$ cat config.mk
export PLATFORM = sky130hd
export DESIGN_NAME = jtframe_rom_arb
export DESIGN_NICKNAME = d
export VERILOG_FILES = /design/src/rtl/jtframe_rom_arb.sv
export SDC_FILE = /design/constraint.sdc
export NUM_CORES = 1
export LEC_CHECK = 0
export CAP_MARGIN = 20
export CORE_UTILIZATION = 32
export DETAILED_ROUTE_END_ITERATION = 10
export PLACE_DENSITY = 0.63
export SYNTH_ARGS = -nofsm -noshare
export SYNTH_HDL_FRONTEND = slang
export SYNTH_SLANG_ARGS = --single-unit
$ cat constraint.sdc
create_clock -name clk_rom -period 5.48 [get_ports clk_rom]
set_input_delay 1.096 -clock clk_rom [delete_from_list [all_inputs] [get_ports clk_rom]]
set_output_delay 1.096 -clock clk_rom [all_outputs]
set_load 0.005 [all_outputs]
$ cat src/rtl/jtframe_rom_arb.sv
// Round-robin arbiter sharing one SDRAM read port among SLOTS ROM readers.
// Each slot owns a one-word cache (tag, valid, data), so a repeated read of
// the same word is answered combinationally without touching SDRAM.
module jtframe_rom_arb #(
  parameter int                 SLOTS     = 4,
  parameter int                 AW        = 22,
  parameter logic [2*SLOTS-1:0] SLOT_BANK = {SLOTS{2'b00}}
) (
  input  logic                clk_rom,
  input  logic                rst,
  input  logic                downloading,
  input  logic                loop_rst,
  input  logic [SLOTS-1:0]    slot_req,
  input  logic [SLOTS*AW-1:0] slot_addr,
  output logic [SLOTS-1:0]    slot_ok,
  output logic [SLOTS*32-1:0] slot_dout,
  output logic                sdram_req,
  input  logic                sdram_ack,
  output logic [AW-1:0]       sdram_addr,
  output logic [1:0]          sdram_bank,
  input  logic [31:0]         data_read,
  input  logic                data_rdy,
  output logic                refresh_en
);

  localparam int CW = (SLOTS > 1) ? $clog2(SLOTS) : 1;

  typedef enum logic [1:0] {
    ST_IDLE,
    ST_WAIT_ACK,
    ST_WAIT_DATA
  } state_t;

  state_t                    state_q, state_d;
  logic [CW-1:0]             cur_q, cur_d;
  logic [CW-1:0]             last_q, last_d;
  logic                      req_q, req_d;
  logic [AW-1:0]             addr_q, addr_d;      // captured request address
  logic [1:0]                bank_q, bank_d;
  logic [SLOTS-1:0]          valid_q, valid_d;
  logic [SLOTS-1:0][AW-1:0]  tag_q;
  logic [SLOTS-1:0][31:0]    dout_q;
  logic                      fill_en;

  logic [SLOTS-1:0]          hit;
  logic [SLOTS-1:0]          pending;
  logic                      busy;
  logic                      flush;
  logic                      grant_found;
  logic [CW-1:0]             grant_idx;
  logic [CW:0]               rr_sum;
  logic [AW-1:0]             grant_addr;
  logic [1:0]                grant_bank;

  assign busy  = (state_q != ST_IDLE);
  assign flush = downloading | loop_rst;

  // Per-slot cache hit, data-valid and outstanding-miss flags.
  always_comb begin
    for (int i = 0; i < SLOTS; i++) begin
      hit[i]     = valid_q[i] && (slot_addr[AW*i +: AW] == tag_q[i]);
      slot_ok[i] = slot_req[i] & hit[i];
      // The slot currently being served is not pending again until it returns.
      pending[i] = slot_req[i] & ~hit[i] & ~(busy && (cur_q == CW'(i)));
    end
  end

  // Round-robin search: first pending slot starting after the last grant.
  always_comb begin
    grant_found = 1'b0;
    grant_idx   = '0;
    rr_sum      = '0;
    for (int k = 1; k <= SLOTS; k++) begin
      rr_sum = {1'b0, last_q} + (CW+1)'(k);
      if (rr_sum >= (CW+1)'(SLOTS)) rr_sum = rr_sum - (CW+1)'(SLOTS);
      if (!grant_found && pending[rr_sum[CW-1:0]]) begin
        grant_found = 1'b1;
        grant_idx   = rr_sum[CW-1:0];
      end
    end
  end

  // Address and bank of the granted slot.
  always_comb begin
    grant_addr = '0;
    grant_bank = '0;
    for (int i = 0; i < SLOTS; i++) begin
      if (grant_idx == CW'(i)) begin
        grant_addr = slot_addr[AW*i +: AW];
        grant_bank = SLOT_BANK[2*i +: 2];
      end
    end
  end

  // Next-state logic; flush overrides every other event in the same cycle.
  always_comb begin
    // NOTE: every signal gets a default first so no path can infer a latch.
    state_d = state_q;
    cur_d   = cur_q;
    last_d  = last_q;
    req_d   = req_q;
    addr_d  = addr_q;
    bank_d  = bank_q;
    valid_d = valid_q;
    fill_en = 1'b0;
    if (flush) begin
      state_d = ST_IDLE;
      req_d   = 1'b0;
      valid_d = '0;
    end else begin
      case (state_q)
        ST_IDLE: begin
          if (grant_found) begin
            cur_d   = grant_idx;
            last_d  = grant_idx;
            addr_d  = grant_addr;
            bank_d  = grant_bank;
            req_d   = 1'b1;
            state_d = ST_WAIT_ACK;
          end
        end
        ST_WAIT_ACK: begin
          if (sdram_ack) begin
            req_d   = 1'b0;
            state_d = ST_WAIT_DATA;
          end
        end
        ST_WAIT_DATA: begin
          if (data_rdy) begin
            fill_en        = 1'b1;
            valid_d[cur_q] = 1'b1;
            state_d        = ST_IDLE;
          end
        end
        default: begin
          state_d = ST_IDLE;
          req_d   = 1'b0;
        end
      endcase
    end
  end

  // State, request and per-slot data registers.
  always_ff @(posedge clk_rom or posedge rst) begin
    // NOTE: sequential state uses non-blocking assignments so all registers
    // update together from values sampled at the same edge.
    if (rst) begin
      state_q <= ST_IDLE;
      cur_q   <= '0;
      last_q  <= CW'(SLOTS-1);
      req_q   <= 1'b0;
      addr_q  <= '0;
      bank_q  <= '0;
      valid_q <= '0;
      dout_q  <= '0;
    end else begin
      state_q <= state_d;
      cur_q   <= cur_d;
      last_q  <= last_d;
      req_q   <= req_d;
      addr_q  <= addr_d;
      bank_q  <= bank_d;
      valid_q <= valid_d;
      if (fill_en) dout_q[cur_q] <= data_read;
    end
  end

  // Cache tags are written on fill only.
  always_ff @(posedge clk_rom) begin
    // NOTE: tags are left without reset; valid_q gates every use of them.
    if (fill_en) tag_q[cur_q] <= addr_q;
  end

  assign slot_dout  = dout_q;
  assign sdram_req  = req_q;
  assign sdram_addr = addr_q;
  assign sdram_bank = bank_q;
  assign refresh_en = (state_q == ST_IDLE) & ~(|pending) & ~downloading;

endmodule

Word level (Yosys, flattened, before mapping) --
Index checks and enable logic that the tools add are counted.
Operators by class: add/subtract/negate cells 8, $lt $le $gt $ge 10, equality and inequality tests 16, mux-type cells 47, bitwise logic cells 27, reduce and logical (&&, ||, !) cells 26
Operators with widths (number):
- 128-bit bitwise mux | 1
- 22-bit 2-to-1 mux | 5
- 88-bit bitwise mux | 1
- 22-bit == test | 4
- 32-bit demux with 2-bit select | 1
- 22-bit demux with 2-bit select | 1
- 32-bit 2-to-1 mux | 1
- 2-bit 2-to-1 mux | 12
- 2-bit by 3-bit < comparator with 1-bit output (second input constant) | 5
- 1-bit 2-to-1 mux | 15
- 1-bit AND | 14
- 3-bit greater-or-equal comparator (second input constant) | 4
- 1-bit logical AND | 12
- 4-bit 2-to-1 mux | 3
- 1-bit NOT | 11
- 2-bit == test (second input constant) | 5
- 3-bit != test (second input constant) | 3
- 3-bit AND reduction | 3
- 1-bit binary-select mux with 2-bit select | 4
- 2-bit by 1-bit subtractor with 2-bit output (second input constant) | 4
- 2-bit by 2-bit adder with 3-bit output (second input constant) | 2
- 2-bit by 1-bit == test with 1-bit output (second input constant) | 3
- 2-bit logical NOT | 3
- 2-bit one-hot mux with 3 select lines | 1
- other kinds (12) | 16
Word-level totals: flip-flop bits (word level) 249, output and inout bits 158

Longest topological paths before layout --
Gate-level depths: netlist of the first run.
word-level depth 22, depth in mapped cells 12, gate-level depth less buffers 8

Worst setup path after synthesis of the first run --
Ideal clock, no wire load.
path kind input to output, from in slot_addr[73], to out refresh_en, arrival 2.813 ns, data required time 4.384 ns, path slack 1.571 ns, stages 6, path buffers 0, cells stage by stage xor2_1 or4_1 or4_4 o21ai_2 nand4_2 nor4_1
Between the ends: word-level cells in the longest chain between the ends 9
RTL lines:
- from (decl) | RTL line 14 | input logic [SLOTS*AW-1:0] slot_addr,
- 22-bit == test | RTL line 61 | hit[i] = valid_q[i] && (slot_addr[AW*i +: AW] == tag_q[i]);
- 1-bit logical AND | RTL line 61
- 1-bit NOT | RTL line 64 | pending[i] = slot_req[i] & ~hit[i] & ~(busy && (cur_q == CW'(i)));
- 1-bit AND (2 in a row) | RTL line 64
- 4-bit OR reduction | RTL line 178 | assign refresh_en = (state_q == ST_IDLE) & ~(|pending) & ~downloading;
- 1-bit NOT | RTL line 178
- 1-bit AND (2 in a row) | RTL line 178
- to (decl) | RTL line 23 | output logic refresh_en
No other way between the ends.

Worst setup path after layout of the first run --
from in slot_addr[71], to out refresh_en
Same word-level chain as after synthesis.

==> key figures, run 1 <==
Final layout
  • Area grow syn2layout: 40.00%
  • Post-Layout Cell Count: roughly 1600
  • Layout cells sized above 1: 0.1963
  • Final #Nets: 1254
  • Core Util, Final: 0.4569
  • FILL cells: 3036

Power
  • Maximum VDD drop: approximately 0.00024 V
  • PD cells: 351.7 nW/µm²
  • Pleak: 6.316 nW
  • Total chip power: 0.005401 W

STA
  • Final period util: 0.9415
  • Skew final: roughly 0.032 ns
  • Setup violations, final: 0
  • Rel. slew slack: 0.3607
  • TNS Setup: 0 ns
  • Tightest Pin Transition: 0.9567 ns
  • Final Hold Fails: 0
  • Min cycle time layout: 5.159 ns
  • Max Slew Vio Count: 0
  • RSZ-0062 raised after global routing: false
  • Max Freq: 193.8 MHz

CTS
  • Hold_buf cts: 0
  • CTS Buf Count: 29
  • H-tree levels: 1
  • # clock sinks: 249
  • CTS max path bufs: 3
  • Post-CTS resize count: 0
  • CTS tree: yes
  • Clock latency at the later pin of the worst-skew pair: about 0.55 ns
  • Setup repair bufs after CTS: 0
  • CTS clk-pin slew, worst paths: 0.06 ns
  • CTS root buf: clkbuf_16

Logic synthesis
  • Prevailing post-synth register cell: dfrtp_1
  • Mapped Cells: 827
  • Syn Area/Cell: 13.27 µm²
  • Synth area leader: dfrtp_1
  • Synth Warn #: 0
  • Yosys reg bits: approximately 250
  • Netlist cell types: between 50 and 60
  • Yosys top cell area share: 0.3627
  • Async S/R FF share, synth: 0.6466
  • Synth top area cells: dfrtp_1, edfxtp_1, mux2_2, xnor2_1, nand2_1
  • Seq/Total Area, Yosys: 0.6083
  • Top-count cell post-synth: dfrtp_1
  • Post-synth EDFFs: 88
  • Synth cell count leaders: dfrtp_1, nand2_1, mux2_2
  • Mapped Area: 10970 µm²

Status
  • Outcome: completed

Job
  • Max Cap Viol: 0

Global routing
  • Largest net degree at the start of global routing: 104
  • Initial antenna violation count: 5
  • Global-route wire length before repair: between 50 and 60 mm
  • Gr usage total: 0.1955
  • Vias in the first global route: 8328
  • Global route overflow: 0

Drt
  • Routed vias: 7851
  • Via-per-instance ratio: ~4.9
  • Wire length per cell: 21.43 µm
  • Total wire length: 34.22 mm
  • DRT antenna net count: 0
  • First DRT Iteration DRCs: 460
  • Total iterations of the first detailed-routing run: 5
  • DRC viols: 0

Min path
  • Cells on Worst Hold Path: 2
  • Min-Delay Path Class: flip-flop to flip-flop

Floorplan
  • Io pins: between 200 and 300
  • Core area: 33620 µm²
  • Row Count: 67
  • Initial core utilization: 0.3263
  • Die X-Extent: 187.2 µm
  • Die Y: about 190 µm
  • Die area: 35030 µm²

Critical path
  • Required time of the critical path: about 4.4 ns
  • Setup crit end kind: output port
  • Worst setup path class: input pin to output port
  • Worst setup SP type: input pin
  • Worst Reg-to-Reg Cells: 8
  • Critical Path AT: 4.06 ns
  • CP Max Fanout: 4

Placement
  • Number of instances in the placed design: 1539
  • Detailed Place HPWL: 23.68 mm
  • Port Buffers: approximately 290
  • Gpl congestion: 0.8788
==> metrics by stage <==
step           hold WS (ns)  setup slack [ns]  area, µm²
5_1_grt              0.5014            0.1776      15350
2_1_floorplan        0.4659           0.03904      10970
3_5_place_dp         0.4610            0.3212      14340
3_3_place_gp         0.4569            0.3335      14340
6_report             0.4711            0.3205      15360
4_1_cts              0.4754            0.3153      15300
==> cells by family (layout without fill, tap and decap cells) <==
logic type / count (synthesis) / count (layout) / synth area share
other cells: 1 / 5 / 0.0003418
compound gates: 89 / 89 / 0.08052
buf+inv: 72 / 390 / 0.03216
flops: 249 / 249 / 0.6083
xor+xnor: 88 / 88 / 0.07025
mux: 120 / 120 / 0.1207
simple gates: 208 / 208 / 0.08771
==> where the power goes <==
group	switching [W]	total (W)	internal [W]
Combinational	0.000542	0.00111	0.000568
Clock	0.000777	0.00193	0.00115
Sequential	0.000195	0.00236	0.00217
Total	0.00151	0.00540	0.00389
==> cells in the final DEF, fill, tap and decap left out, types with 3 or more instances in the layout <==
cell type | netlist | layout
clkdlybuf4s50_1 | 0 | 285
dfrtp_1 | 159 | 159
nand2_1 | 103 | 103
mux2_2 | 96 | 96
edfxtp_1 | 88 | 88
xnor2_1 | 47 | 47
xor2_1 | 41 | 41
nor2_1 | 42 | 40
clkbuf_16 | 0 | 30
inv_1 | 30 | 28
mux2i_1 | 22 | 22
a221oi_2 | 22 | 22
a31oi_1 | 22 | 22
buf_4 | 3 | 20
nand4_1 | 18 | 18
a211oi_2 | 17 | 17
nor4_1 | 13 | 13
clkbuf_8 | 0 | 8
clkinv_2 | 0 | 6
a211oi_1 | 5 | 5
a21oi_1 | 5 | 5
nor3_1 | 7 | 4
diode_2 | 0 | 3
nor3_2 | 0 | 3
nand3_1 | 3 | 3
inv_6 | 0 | 3
o21ai_1 | 3 | 3
o21ai_0 | 3 | 3
or4_1 | 3 | 3
o211ai_2 | 3 | 3
clkbuf_1 | 23 | 3
==> worst paths after layout <==
path	to	start	slack (ns)
hold reg to reg	slot_dout[71]$_DFFE_PP0P_	slot_dout[71]$_DFFE_PP0P_	0.47
setup / recovery	refresh_en	slot_addr[71]	0.32
hold / removal	slot_dout[71]$_DFFE_PP0P_	slot_dout[71]$_DFFE_PP0P_	0.47
max in group asynchronous	last_q[1]$_DFFE_PP1P_	rst	3.40
min in group asynchronous	sdram_addr[1]$_DFFE_PP0P_	rst	0.88
setup reg to reg	sdram_addr[21]$_DFFE_PP0P_	tag_q[73]$_DFFE_PP_	2.11
==> state kept, by name (all words and copies together) (netlist names) <==
signal,count
cur_q,2
last_q,2
sdram_addr,22
sdram_req,1
slot_dout,128
state_q,2
tag_q,88
valid_q,4
==> layer usage <==
layer | share of wire | track usage | vias up
met5 | 0.00050 | 0 | -
met4 | 0.024 | 0.06179 | 2
met3 | 0.083 | 0.05478 | 50
met2 | 0.47 | 0.3148 | 295
met1 | 0.42 | 0.2539 | 3938
li1 | - | - | 3566
==> worst max-delay path: stages <==
cell	delay [ns]
clkdlybuf4s50_1	0.47
xor2_1	0.20
or4_1	0.52
or4_4	0.52
o21ai_2	0.24
nand4_2	0.20
nor4_1	0.22
clkdlybuf4s50_1	0.59
==> final cells by class <==
type,count,area (µm²),area share
multi-input combinational,507,3980,0.2591
inverter,30,117.6,0.007658
tap,448,560.5,0.03650
clock inverter,12,96.34,0.006273
clock buffer,41,872.1,0.05678
antenna,3,7.507,0.0004888
sequential,249,6674,0.4345
timing repair buffer,307,3050,0.1986
Note: power is estimated with default switching activity, not from simulation.
==> inputs of run 2 (changes only) <==
--- a/config.mk
+++ b/config.mk
@@ -5,7 +5,7 @@
 export SDC_FILE = /design/constraint.sdc
 export NUM_CORES = 1
 export LEC_CHECK = 0
-export CAP_MARGIN = 20
+export CAP_MARGIN = 30
 export CORE_UTILIZATION = 32
 export DETAILED_ROUTE_END_ITERATION = 10
 export PLACE_DENSITY = 0.63
==> constraint.sdc (replaced) <==
create_clock -name clk_rom -period 4.65 [get_ports clk_rom]
set_input_delay 0.93 -clock clk_rom [delete_from_list [all_inputs] [get_ports clk_rom]]
set_output_delay 0.93 -clock clk_rom [all_outputs]
set_load 0.005 [all_outputs]
==> key figures, run 2 (synthesized netlist as in run 1, its figures left out) <==
Status
  • Outcome: completed

Min path
  • Cells on Worst Hold Path: 2
  • Min-delay src: slot_dout[71]$_DFFE_PP0P_
  • Min-Delay Path Class: flip-flop to flip-flop

Drt
  • DRT antenna net count: 0
  • Total iterations of the first detailed-routing run: 5
  • DRC viols: 0
  • First DRT Iteration DRCs: 490
  • Wire length per cell: about 21 µm
  • Total wire length: roughly 34 mm
  • Via-per-instance ratio: 4.941
  • Routed vias: 7936

Final layout
  • Area grow syn2layout: 40.50%
  • FILL cells: 3051
  • Post-Layout Cell Count: 1606
  • Commonest non-fill, non-tap cells in the layout: clkdlybuf4s50_1, dfrtp_1, nand2_1
  • Layout cells sized above 1: 0.2005
  • Commonest non-fill, non-tap cell in the layout: clkdlybuf4s50_1
  • Final #Nets: 1267
  • Max reg flops: 128

STA
  • Setup violations, final: 0
  • Final Hold Fails: 0
  • Tightest Pin Transition: 0.5588 ns
  • RSZ-0062 raised after global routing: false
  • Skew final: 0.02194 ns
  • Max Slew Vio Count: 0
  • Final period util: 0.9806
  • TNS Setup: 0 ns
  • Max Freq: 219.3 MHz
  • Setup ws final: 0.09044 ns
  • Rel. slew slack: 0.6240
  • Min cycle time layout: about 4.6 ns

CTS
  • # clock sinks: 249
  • Clock latency at the later pin of the worst-skew pair: 0.55 ns
  • CTS max path bufs: 3
  • H-tree levels: 1
  • CTS clk-pin slew, worst paths: around 0.060 ns
  • CTS tree: yes
  • CTS Buf Count: 28
  • CTS root buf: clkbuf_16
  • Hold_buf cts: 0

Floorplan
  • Row Count: 67
  • Io pins: 288
  • Core area: 33620 µm²
  • Die Y: 187.2 µm
  • Initial core utilization: 0.3263
  • Die X-Extent: 187.2 µm
  • Die area: approximately 35000 µm²

Critical path
  • Setup crit end kind: output port
  • Worst setup path class: input pin to output port
  • Worst setup SP type: input pin
  • Required time of the critical path: roughly 3.7 ns
  • Crit. Startpoint: slot_addr[71]
  • Critical Path AT: 3.63 ns
  • Worst Reg-to-Reg Cells: 10
  • CP Max Fanout: 4
  • Reg2reg start: tag_q[41]$_DFFE_PP_

Placement
  • Port Buffers: 285
  • Number of instances in the placed design: around 1600
  • Gpl congestion: 0.8824
  • Detailed Place HPWL: between 20 and 25 mm
  • Worst slack at placement: -0.2121 ns

Power
  • Total chip power: 0.006257 W
  • PD cells: 405.9 nW/µm²
  • Pleak: ~6.4 nW
  • Maximum VDD drop: 0.0002546 V

Global routing
  • Global-route wire length before repair: about 52 mm
  • Gr usage total: 0.1928
  • Largest net degree at the start of global routing: between 70 and 80
  • Global route overflow: 0
  • Initial antenna violation count: 4
  • Vias in the first global route: 8268

Job
  • Max Cap Viol: 0
[run 2: cell count changes in the layout (fill, tap and decap cells not counted), sizes merged]
cell	change
buf	+14
clkbuf	+2
clkinv	-2
diode	-2
inv	-2
clkdlybuf4s50	-1
clkinvlp	-1
dlygate4sd2	+1
[run 2: layout make-up]
cell class                      instances  area, µm²  share of cell area
Antenna cell                            1      2.502           0.0001624
Inverter                               30      116.4            0.007549
Sequential cell                       249       6674              0.4330
Clock buffer                           43      817.0             0.05301
Multi-Input combinational cell        507       3986              0.2586
Tap cell                              448      560.5             0.03637
Timing Repair Buffer                  321       3184              0.2066
Clock inverter                          7      72.57            0.004708
[run 2: per-stage QoR]
step	hold slack [ns]	utilization	cell area [µm²]
after global routing	0.4937	0.4585	15410
after detailed placement	0.4621	0.4312	14500
final	0.4737	0.4585	15410
after floorplan	0.4659	-	10980
after CTS	0.4777	0.4577	15380
after global placement	0.4569	0.4312	14500
[run 2: routing by layer]
layer  GRT usage  routed length [µm]
met5           0                  27
met1      0.2533               14350
met4     0.06873                1056
met3     0.05291                2764
met2      0.3045               15820
[run 2: path summary, 6_finish.rpt]
path / slack [ns] / endpoint
min in group asynchronous: 0.60 / slot_dout[108]$_DFFE_PP0P_
min reg2reg: 0.47 / slot_dout[71]$_DFFE_PP0P_
max in group asynchronous: 3.17 / slot_dout[66]$_DFFE_PP0P_
min: 0.47 / slot_dout[71]$_DFFE_PP0P_
max reg2reg: 1.40 / sdram_addr[18]$_DFFE_PP0P_
max: 0.09 / refresh_en
[run 2: report_power, final]
part | leakage [nW] | switching, W | total (W) | internal [W]
Clock | 0.440 | 0.000875 | 0.00213 | 0.00126
Sequential | 2.95 | 0.000229 | 0.00278 | 0.00255
Combinational | 2.97 | 0.000643 | 0.00134 | 0.000697
Total | 6.36 | 0.00175 | 0.00626 | 0.00451
[run 2: critical path, cell delays in order]
cell,delay (ns)
clkdlybuf4s50_1,0.46
xor2_1,0.20
or4_1,0.56
or4_4,0.52
o21ai_2,0.25
nand4_2,0.18
nor4_2,0.21
dlygate4sd2_1,0.32
[run 2: what timing repair did]
item	in CTS	in global routing
pin swaps	0	0
buffers inserted	0	0
gates resized for setup	1	1
cloned	0	0
setup endpoints to repair	1	1
==> inputs of run 3 (changes only) <==
--- a/config.mk
+++ b/config.mk
@@ -8,7 +8,8 @@
 export CAP_MARGIN = 30
 export CORE_UTILIZATION = 32
 export DETAILED_ROUTE_END_ITERATION = 10
-export PLACE_DENSITY = 0.63
+export DONT_BUFFER_PORTS = 1
+export PLACE_DENSITY = 0.51
 export SYNTH_ARGS = -nofsm -noshare
 export SYNTH_HDL_FRONTEND = slang
 export SYNTH_SLANG_ARGS = --single-unit
==> key figures, run 3 (synthesized netlist as in run 1, its figures left out) <==
Placement
  • Gpl congestion: roughly 0.86
  • DP Area: 11550 µm²
  • Port Buffers: 0
  • Detailed Place HPWL: 22.73 mm

Critical path
  • Worst setup path class: flip-flop to output port
  • CP Max Fanout: 4
  • Reg2reg start: tag_q[71]$_DFFE_PP_
  • Flop-to-flop setup slack: approximately 1.3 ns
  • Buf/Inv on CP: 0
  • Instance count on the critical path: 6
  • Crit path cell chain: xor2_1, or4_1, or4_4, o21ai_2, nand4_2, nor4_1
  • Required time of the critical path: 3.72 ns
  • Critical Path AT: approximately 3.2 ns
  • Worst r2r dst: sdram_addr[2]$_DFFE_PP0P_
  • Worst Reg-to-Reg Cells: 9
  • Worst setup SP type: flip-flop
  • Slowest cell delay on critical path: 0.59 ns
  • Crit. Startpoint: tag_q[71]$_DFFE_PP_
  • Crit path to: refresh_en
  • Slowest CP cell: nor4_1
  • Family with the most delay on the worst path: simple AND/OR/NAND/NOR gates
  • Setup crit end kind: output port

Floorplan
  • Core area: 33620 µm²
  • Row Count: 67
  • Die Y: 187.2 µm
  • Io pins: 288
  • Initial core utilization: 0.3263
  • Die X-Extent: 187.2 µm
  • Die area: about 35000 µm²

CTS
  • Setup repair bufs after CTS: 0
  • Hold_buf cts: 0
  • CTS max path bufs: 3
  • CTS root buf: clkbuf_16
  • CTS clk-pin slew, worst paths: ~0.060 ns
  • H-tree levels: 1
  • # clock sinks: 249
  • Clock latency at the later pin of the worst-skew pair: roughly 0.54 ns
  • Post-CTS resize count: 0
  • CTS Buf Count: 28
  • CTS tree: yes

STA
  • Final Hold Fails: 0
  • Setup violations, final: 0
  • Max Freq: 240.2 MHz
  • Final period util: 0.8954
  • TNS Setup: 0 ns
  • Skew final: 0.01356 ns
  • Rel. slew slack: 0.4940
  • Min cycle time layout: 4.164 ns
  • Tightest Pin Transition: 0.7521 ns
  • Max Slew Vio Count: 0
  • RSZ-0062 raised after global routing: false

Drt
  • Total wire length: 32.05 mm
  • Via-per-instance ratio: between 5 and 6
  • First DRT Iteration DRCs: 359
  • Total iterations of the first detailed-routing run: 5
  • DRT antenna net count: 0
  • DRC viols: 0
  • Routed vias: roughly 6600
  • Wire length per cell: 24.49 µm

Final layout
  • Final #Nets: 967
  • Reg area: 6674 µm²
  • Fin area: 12470 µm²
  • Area grow syn2layout: 13.67%
  • Layout cells sized above 1: 0.2538
  • Commonest non-fill, non-tap cells in the layout: dfrtp_1, nand2_1, mux2_2
  • Max reg flops: between 100 and 150
  • FILL cells: 3209
  • Area of the multi-input gates: approximately 4000 µm²
  • Commonest non-fill, non-tap cell in the layout: dfrtp_1

Status
  • Outcome: completed

Global routing
  • Gr usage total: 0.1810
  • Global-route wire length before repair: about 47 mm
  • Global route overflow: 0
  • Initial antenna violation count: 0
  • Largest net degree at the start of global routing: 129
  • Vias in the first global route: 6843

Job
  • Max Cap Viol: 0

Power
  • Maximum VDD drop: 0.0002736 V
  • Pleak: 5.235 nW
  • PD cells: 472.3 nW/µm²

Min path
  • Min-Delay Path Class: input pin to asynchronous set/reset pin
## run 3: worst register-to-register path, delay by kind of cell (launching register included)
kind                      cells  cell delay, ns
xor gates and xnor gates      1            0.21
and+or+nand+nor               5            1.99
buffers and inverters         1            0.21
AOI/OAI and AO/OA             2            0.53
DFF                           1            0.37
## run 3: stage by stage
step | power (W) | setup WS, ns | hold WS [ns] | cells | utilization
global placement | 0.003743 | 0.6602 | 0.4957 | 1255 | 0.3437
finish | 0.005890 | 0.4864 | 0.4311 | 1309 | 0.3710
CTS | 0.005967 | 0.5727 | 0.4620 | 1307 | 0.3708
global route | 0.006147 | 0.3278 | 0.4598 | 1307 | 0.3708
floorplan | 0.003443 | 1.073 | 0.4659 | 828 | -
detailed placement | 0.003757 | 0.6213 | 0.4956 | 1255 | 0.3437
## run 3: where the power goes
group          switching [W]  total [W]  internal [W]
combinational       0.000505   0.000866      0.000362
sequential          0.000291    0.00284       0.00255
clock               0.000886    0.00218       0.00129
## run 3: worst min path at each step
stage                     slack [ns]                   start                         end
after floorplan                 0.47  valid_q[1]$_DFFE_PP0P_      valid_q[1]$_DFFE_PP0P_
after global placement          0.50  valid_q[1]$_DFFE_PP0P_      valid_q[1]$_DFFE_PP0P_
after detailed placement        0.50  valid_q[1]$_DFFE_PP0P_      valid_q[1]$_DFFE_PP0P_
after CTS                       0.46           data_read[31]   slot_dout[95]$_DFFE_PP0P_
after global routing            0.46           data_read[17]   slot_dout[81]$_DFFE_PP0P_
final                           0.43                     rst  slot_dout[106]$_DFFE_PP0P_
## run 3: area by class of cell
type,instances,area share
Inverter,30,0.009331
Tap cell,448,0.04495
Clock inverter,8,0.005518
Sequential cell,249,0.5352
Timing Repair Buffer,21,0.01665
Antenna cell,2,0.0004013
Clock buffer,44,0.06752
Multi-Input combinational cell,507,0.3205
## run 3: per-layer routing
metal  up-vias  track usage  share of wire  routed length [µm]
met4         0      0.04540          0.020                 637
met5         -            0              0                   0
li1       2976            -              -                   -
met3        47      0.07936           0.12                3829
met2       261       0.2787           0.45               14510
met1      3309       0.2322           0.41               13080
